==> config.mk <==
export PLATFORM = sky130hd
export DESIGN_NAME = ext_burst_splitter
export DESIGN_NICKNAME = d
export VERILOG_FILES = /design/src/rtl/ext_burst_splitter.sv
export SDC_FILE = /design/constraint.sdc
export NUM_CORES = 1
export LEC_CHECK = 0
export BUFFER_PORTS_ARGS = -buffer_cell sky130_fd_sc_hd__buf_4
export CAP_MARGIN = 25
export CORE_UTILIZATION = 56
export DETAILED_ROUTE_END_ITERATION = 7
export PLACE_DENSITY = 0.82
export SLEW_MARGIN = 40
export SYNTH_ARGS = -nofsm -noshare
export SYNTH_HDL_FRONTEND = slang
export SYNTH_SLANG_ARGS = --single-unit
==> constraint.sdc <==
create_clock -name clk_i -period 5.8 [get_ports clk_i]
set_clock_uncertainty 0.15 [all_clocks]
set_input_delay 1.16 -clock clk_i [delete_from_list [all_inputs] [get_ports clk_i]]
set_output_delay 1.16 -clock clk_i [all_outputs]
set_load 0.01 [all_outputs]
==> src/rtl/ext_burst_splitter.sv <==
// Splits one 1D transaction into bursts that never cross a MCHAN_BURST_LENGTH-aligned
// external address boundary; one burst is issued per downstream handshake.
module ext_burst_splitter #(
    parameter int TRANS_SID_WIDTH    = 1,
    parameter int TCDM_ADD_WIDTH     = 12,
    parameter int EXT_ADD_WIDTH      = 29,
    parameter int MCHAN_BURST_LENGTH = 64,
    parameter int MCHAN_OPC_WIDTH    = 4,
    parameter int MCHAN_LEN_WIDTH    = 15
) (
    input  logic                       clk_i,
    input  logic                       rst_ni,

    input  logic                       mchan_req_i,
    output logic                       mchan_gnt_o,
    input  logic [TRANS_SID_WIDTH-1:0] mchan_sid_i,
    input  logic [MCHAN_OPC_WIDTH-1:0] mchan_opc_i,
    input  logic [MCHAN_LEN_WIDTH-1:0] mchan_len_i,
    input  logic                       mchan_inc_i,
    input  logic [TCDM_ADD_WIDTH-1:0]  mchan_tcdm_add_i,
    input  logic [EXT_ADD_WIDTH-1:0]   mchan_ext_add_i,

    output logic                       mchan_req_o,
    input  logic                       mchan_gnt_i,
    output logic [TRANS_SID_WIDTH-1:0] mchan_sid_o,
    output logic [MCHAN_OPC_WIDTH-1:0] mchan_opc_o,
    output logic [MCHAN_LEN_WIDTH-1:0] mchan_len_o,
    output logic                       mchan_inc_o,
    output logic [TCDM_ADD_WIDTH-1:0]  mchan_tcdm_add_o,
    output logic [EXT_ADD_WIDTH-1:0]   mchan_ext_add_o,
    output logic                       mchan_last_o
);

    localparam int BL_W = $clog2(MCHAN_BURST_LENGTH);
    localparam logic [BL_W:0]            BURST_LEN = (BL_W+1)'(MCHAN_BURST_LENGTH);
    localparam logic [MCHAN_LEN_WIDTH:0] LEN_ONE   = (MCHAN_LEN_WIDTH+1)'(1);

    typedef enum logic {IDLE = 1'b0, RUN = 1'b1} state_e;

    state_e                     state_q;
    logic [MCHAN_LEN_WIDTH:0]   rem_len_q;
    logic [EXT_ADD_WIDTH-1:0]   ext_add_q;
    logic [TCDM_ADD_WIDTH-1:0]  tcdm_add_q;
    logic [TRANS_SID_WIDTH-1:0] sid_q;
    logic [MCHAN_OPC_WIDTH-1:0] opc_q;
    logic                       inc_q;

    logic                       run;
    logic [BL_W:0]              room_b;
    logic [MCHAN_LEN_WIDTH:0]   room;
    logic [MCHAN_LEN_WIDTH:0]   cur_len;
    logic [MCHAN_LEN_WIDTH:0]   cur_len_m1;
    logic                       last;

    assign run        = (state_q == RUN);
    // Bytes left before the next aligned external boundary, 1..MCHAN_BURST_LENGTH.
    assign room_b     = BURST_LEN - {1'b0, ext_add_q[BL_W-1:0]};
    assign room       = (MCHAN_LEN_WIDTH+1)'(room_b);
    assign cur_len    = (rem_len_q < room) ? rem_len_q : room;
    assign cur_len_m1 = cur_len - LEN_ONE;
    assign last       = (rem_len_q <= cur_len);

    assign mchan_gnt_o      = (state_q == IDLE);
    assign mchan_req_o      = run;
    assign mchan_sid_o      = run ? sid_q : '0;
    assign mchan_opc_o      = run ? opc_q : '0;
    assign mchan_inc_o      = run ? inc_q : 1'b0;
    assign mchan_len_o      = run ? cur_len_m1[MCHAN_LEN_WIDTH-1:0] : '0;
    assign mchan_tcdm_add_o = run ? tcdm_add_q : '0;
    assign mchan_ext_add_o  = run ? ext_add_q : '0;
    assign mchan_last_o     = run ? last : 1'b0;

    always_ff @(posedge clk_i or negedge rst_ni) begin
        if (!rst_ni) begin
            state_q    <= IDLE;
            rem_len_q  <= '0;
            ext_add_q  <= '0;
            tcdm_add_q <= '0;
            sid_q      <= '0;
            opc_q      <= '0;
            inc_q      <= 1'b0;
        end else begin
            case (state_q)
                IDLE: begin
                    if (mchan_req_i) begin
                        rem_len_q  <= {1'b0, mchan_len_i} + LEN_ONE;
                        ext_add_q  <= mchan_ext_add_i;
                        tcdm_add_q <= mchan_tcdm_add_i;
                        sid_q      <= mchan_sid_i;
                        opc_q      <= mchan_opc_i;
                        inc_q      <= mchan_inc_i;
                        state_q    <= RUN;
                    end
                end
                RUN: begin
                    if (mchan_gnt_i) begin
                        if (last) begin
                            state_q <= IDLE;
                        end else begin
                            rem_len_q  <= rem_len_q - cur_len;
                            ext_add_q  <= ext_add_q + EXT_ADD_WIDTH'(cur_len);
                            tcdm_add_q <= tcdm_add_q + TCDM_ADD_WIDTH'(cur_len);
                        end
                    end
                end
                default: state_q <= IDLE;
            endcase
        end
    end

endmodule

==> run_results.csv <==
group,metric,value,unit
synthesis,synth_top_family_by_area,"simple AND/OR/NAND/NOR gates",
pwr,p_per_area,715,nW/um^2
layout,mostFrequentLayoutCells,"buf_4 (143), nand2_1 (81), nor2_1 (74)",
sta,final-hold-violation-count,0,
synthesis,postSynthAreaPerCell,7.85,sq um
clock_tree,cts_sinks,64,
hold_path,hp-class,"reg -> reg",
sta,drv_slew,0,
pwr,finalPower,5.29,mW
setup_path,cp_max_fo,5,
synthesis,ys_async_sr_fraction,100,%
hold_path,hold_end,"inc_q",
sta,finalSetupTns,0,ps
clock_tree,insertion_delay,370,ps
clock_tree,hold_buffers,0,
grt,grt_max_degree,88,
die,die_height,106,um
route,first_pass_iters,6,
layout,layout_commonest_cell,"buf_4",
grt,grt_pass1_wl,27300,um
layout,n_antenna_cell,0,
setup_path,cp_slowest_cell,"or4_4",
setup_path,crit_chain,"or4_4 > nor2_4 > xnor2_2 > inv_1 > ha_4 > a21o_1 > a21oi_2 > nand2_2 > a21oi_4 > mux2i_1 > inv_1 > ha_2 > fa_2 > nand2b_4 > a21oi_4 > o21ai_2 > o21ai_2 > nor2_1 > buf_4",
synthesis,synthSimpleGateAreaFrac,27.7,%
setup_path,cp.required,4490,ps
placed_design,place_congestion,0.900,
clock_tree,clk_path_buf_depth,2,
setup_path,cp_num_buf_inv,3,
clock_tree,cts.clk_slew.worst_paths,70,ps
route,drc,0,
setup_path,r2r_start,"ext_add_q[1]",
hold_path,whs_path_depth,2,
hold_path,min_from,"inc_q",
synthesis,ys_seq_area_share,26.6,%
synthesis,synth_fa_ha_area_share,9.95,%
die,coreArea,10400,sq um
sta,relSlewSlack,51.2,%
setup_path,r2r_setup_slack,520,ps
layout,drive_above_1_share,21.7,%
clock_tree,cts_tree,"yes",
run,max_cap_viol_count,0,
setup_path,cp-start-kind,"flip-flop",
synthesis,synth.area.mux_share,4.35,%
route,vias_per_cell,5.93,
status,status,"finished clean",
die,start_util,58.0,%
setup_path,slowest_delay,570,ps
route,first_iter_violations,372,
synthesis,synth_compound_area_share,21.4,%
sta,worst_slew_pin_slew,727,ps
setup_path,r2r_end,"rem_len_q[0]",
route,routed_wl,16700,um
die,die_w,106,um
sta,timing.final.crit_share,97.2,%
setup_path,arrival,4330,ps
grt,grt_use_total,30.6,%
synthesis,synth_edf_count,0,
die,floorplan.die_area,11200,sq um
pwr,leakage,3.45,nW
setup_path,cp_top_family,"simple AND/OR/NAND/NOR gates",
setup_path,crit_cells,19,
setup_path,path_class,"reg -> out",
synthesis,synth_area,6010,sq um
synthesis,syn_inst,766,
route,vias,6170,
grt,grt_pass1_vias,5824,
synthesis,synth_ff_type,"dfrtp_1",
sta,finalSetupViolations,0,
synthesis,ys_seq_elements,64,
layout,num-nets-final,1013,
grt,antenna_found_initial,0,
grt,overflow,0,
setup_path,crit_path_end_kind,"output port",
clock_tree,cts_root_buffer,"clkbuf_8",
die,io-pin-count,131,
sta,max_freq,177,MHz
clock_tree,cts_inserted_buffers,9,
synthesis,yosys.area_share.xor_xnor,5.39,%
layout,area_growth,23.1,%
setup_path,reg2regPathDepth,23,
synthesis,ys_types,67,
route,wl_per_cell,16.1,um
placed_design,dp_hpwl,12200,um
sta,period_needed,5640,ps
route,drtAntennaViolNets,0,
synthesis,ys_warn_count,0,
die,rows,37,
pwr,ir_worst_vdd,360,uV
clock_tree,cts-htree-levels,3,
placed_design,portBuffers,130,
cells in the mapped netlist, drive strengths merged (12+ instances only):
cell type / n / share of area [%]
and2: 44 / 4.6
a21oi: 56 / 5.0
nand2: 85 / 5.4
o21ai: 60 / 5.1
dfrtp: 64 / 27
o22ai: 12 / 1.2
and3: 17 / 1.8
nor2: 76 / 4.7
mux2i: 25 / 4.2
nand3: 28 / 2.5
inv: 29 / 1.8
buf: 15 / 1.5
nor3: 16 / 1.3
clkbuf: 19 / 1.2
ha: 43 / 9.0
xnor2: 26 / 3.8
report_power, final:
part           leakage [nW]  total, mW  switching, mW  internal, mW
clock network        0.0789      0.333          0.183         0.151
registers             0.761      0.926          0.249         0.677
logic                  2.61       4.03           2.21          1.82
total                  3.45       5.29           2.64          2.65
metrics by stage:
step | hold slack, ps | instances | cell area [sq um] | setup WS (ps) | util, %
after floorplan | 288 | 778 | 6060 | 366 | -
after detailed placement | 307 | 1023 | 7140 | 185 | 68.9
final | 319 | 1041 | 7400 | 165 | 71.4
after global routing | 359 | 1041 | 7400 | -24.9 | 71.4
after CTS | 323 | 1039 | 7320 | 19.3 | 70.6
after global placement | 302 | 1023 | 7140 | 327 | 68.9
worst register-to-register path: cells and delay by family (launching register included):
family	cells	cell delay, ps
buffers and inverters	5	970
AO/OA/AOI/OAI	7	1000
AND/OR/NAND/NOR	6	1440
multiplexers	1	270
XOR/XNOR	1	140
adder cells (fa/ha/maj)	3	760
flip-flops	1	450
cell families after synthesis:
| logic type | count (synthesis) |
|---|---|
| and+or+nand+nor | 328 |
| adders and majority gates | 46 |
| buffers and inverters | 63 |
| muxes | 26 |
| other | 1 |
| AOI/OAI and AO/OA | 201 |
| DFF | 64 |
| xor gates and xnor gates | 37 |
timing repair:
action,4_1_cts,5_1_grt
buffers inserted,1,2
pin swaps,0,4
setup endpoints to repair,1,2
gates cloned,0,0
gates resized for setup,5,14
metal layers:
metal  up-vias  share of wire [%]  global-route usage, %
met5         -                  0                      0
met4         0                2.5                   13.6
met3        32                4.5                   3.83
met2       205                 49                   52.0
met1      2911                 44                   38.9
li1       3022                  -                      -
cell type report:
cell class / instances / area [sq um]
clock buffer: 11 / 131
clock inverter: 4 / 22.5
fill: 895 / 2970
inverter: 29 / 109
multi-input combinational: 651 / 4250
sequential: 64 / 1600
tap: 136 / 170
timing repair buffer: 146 / 1110
worst max-delay path by stage:
| stage | startpoint | end | slack [ps] |
|---|---|---|---|
| floorplan | ext_add_q[3] | mchan_last_o | 370 |
| global placement | ext_add_q[1] | mchan_last_o | 330 |
| detailed placement | ext_add_q[1] | mchan_last_o | 180 |
| CTS | ext_add_q[1] | mchan_last_o | 20 |
| global route | ext_add_q[1] | mchan_last_o | -20 |
| finish | ext_add_q[1] | mchan_last_o | 160 |
state kept, by name, indices dropped and copies added, names as in the netlist:
signal       flops
sid_q            1
tcdm_add_q      12
mchan_req_o      1
inc_q            1
opc_q            4
rem_len_q       16
ext_add_q       29
Power figures use the tool's default switching activity.
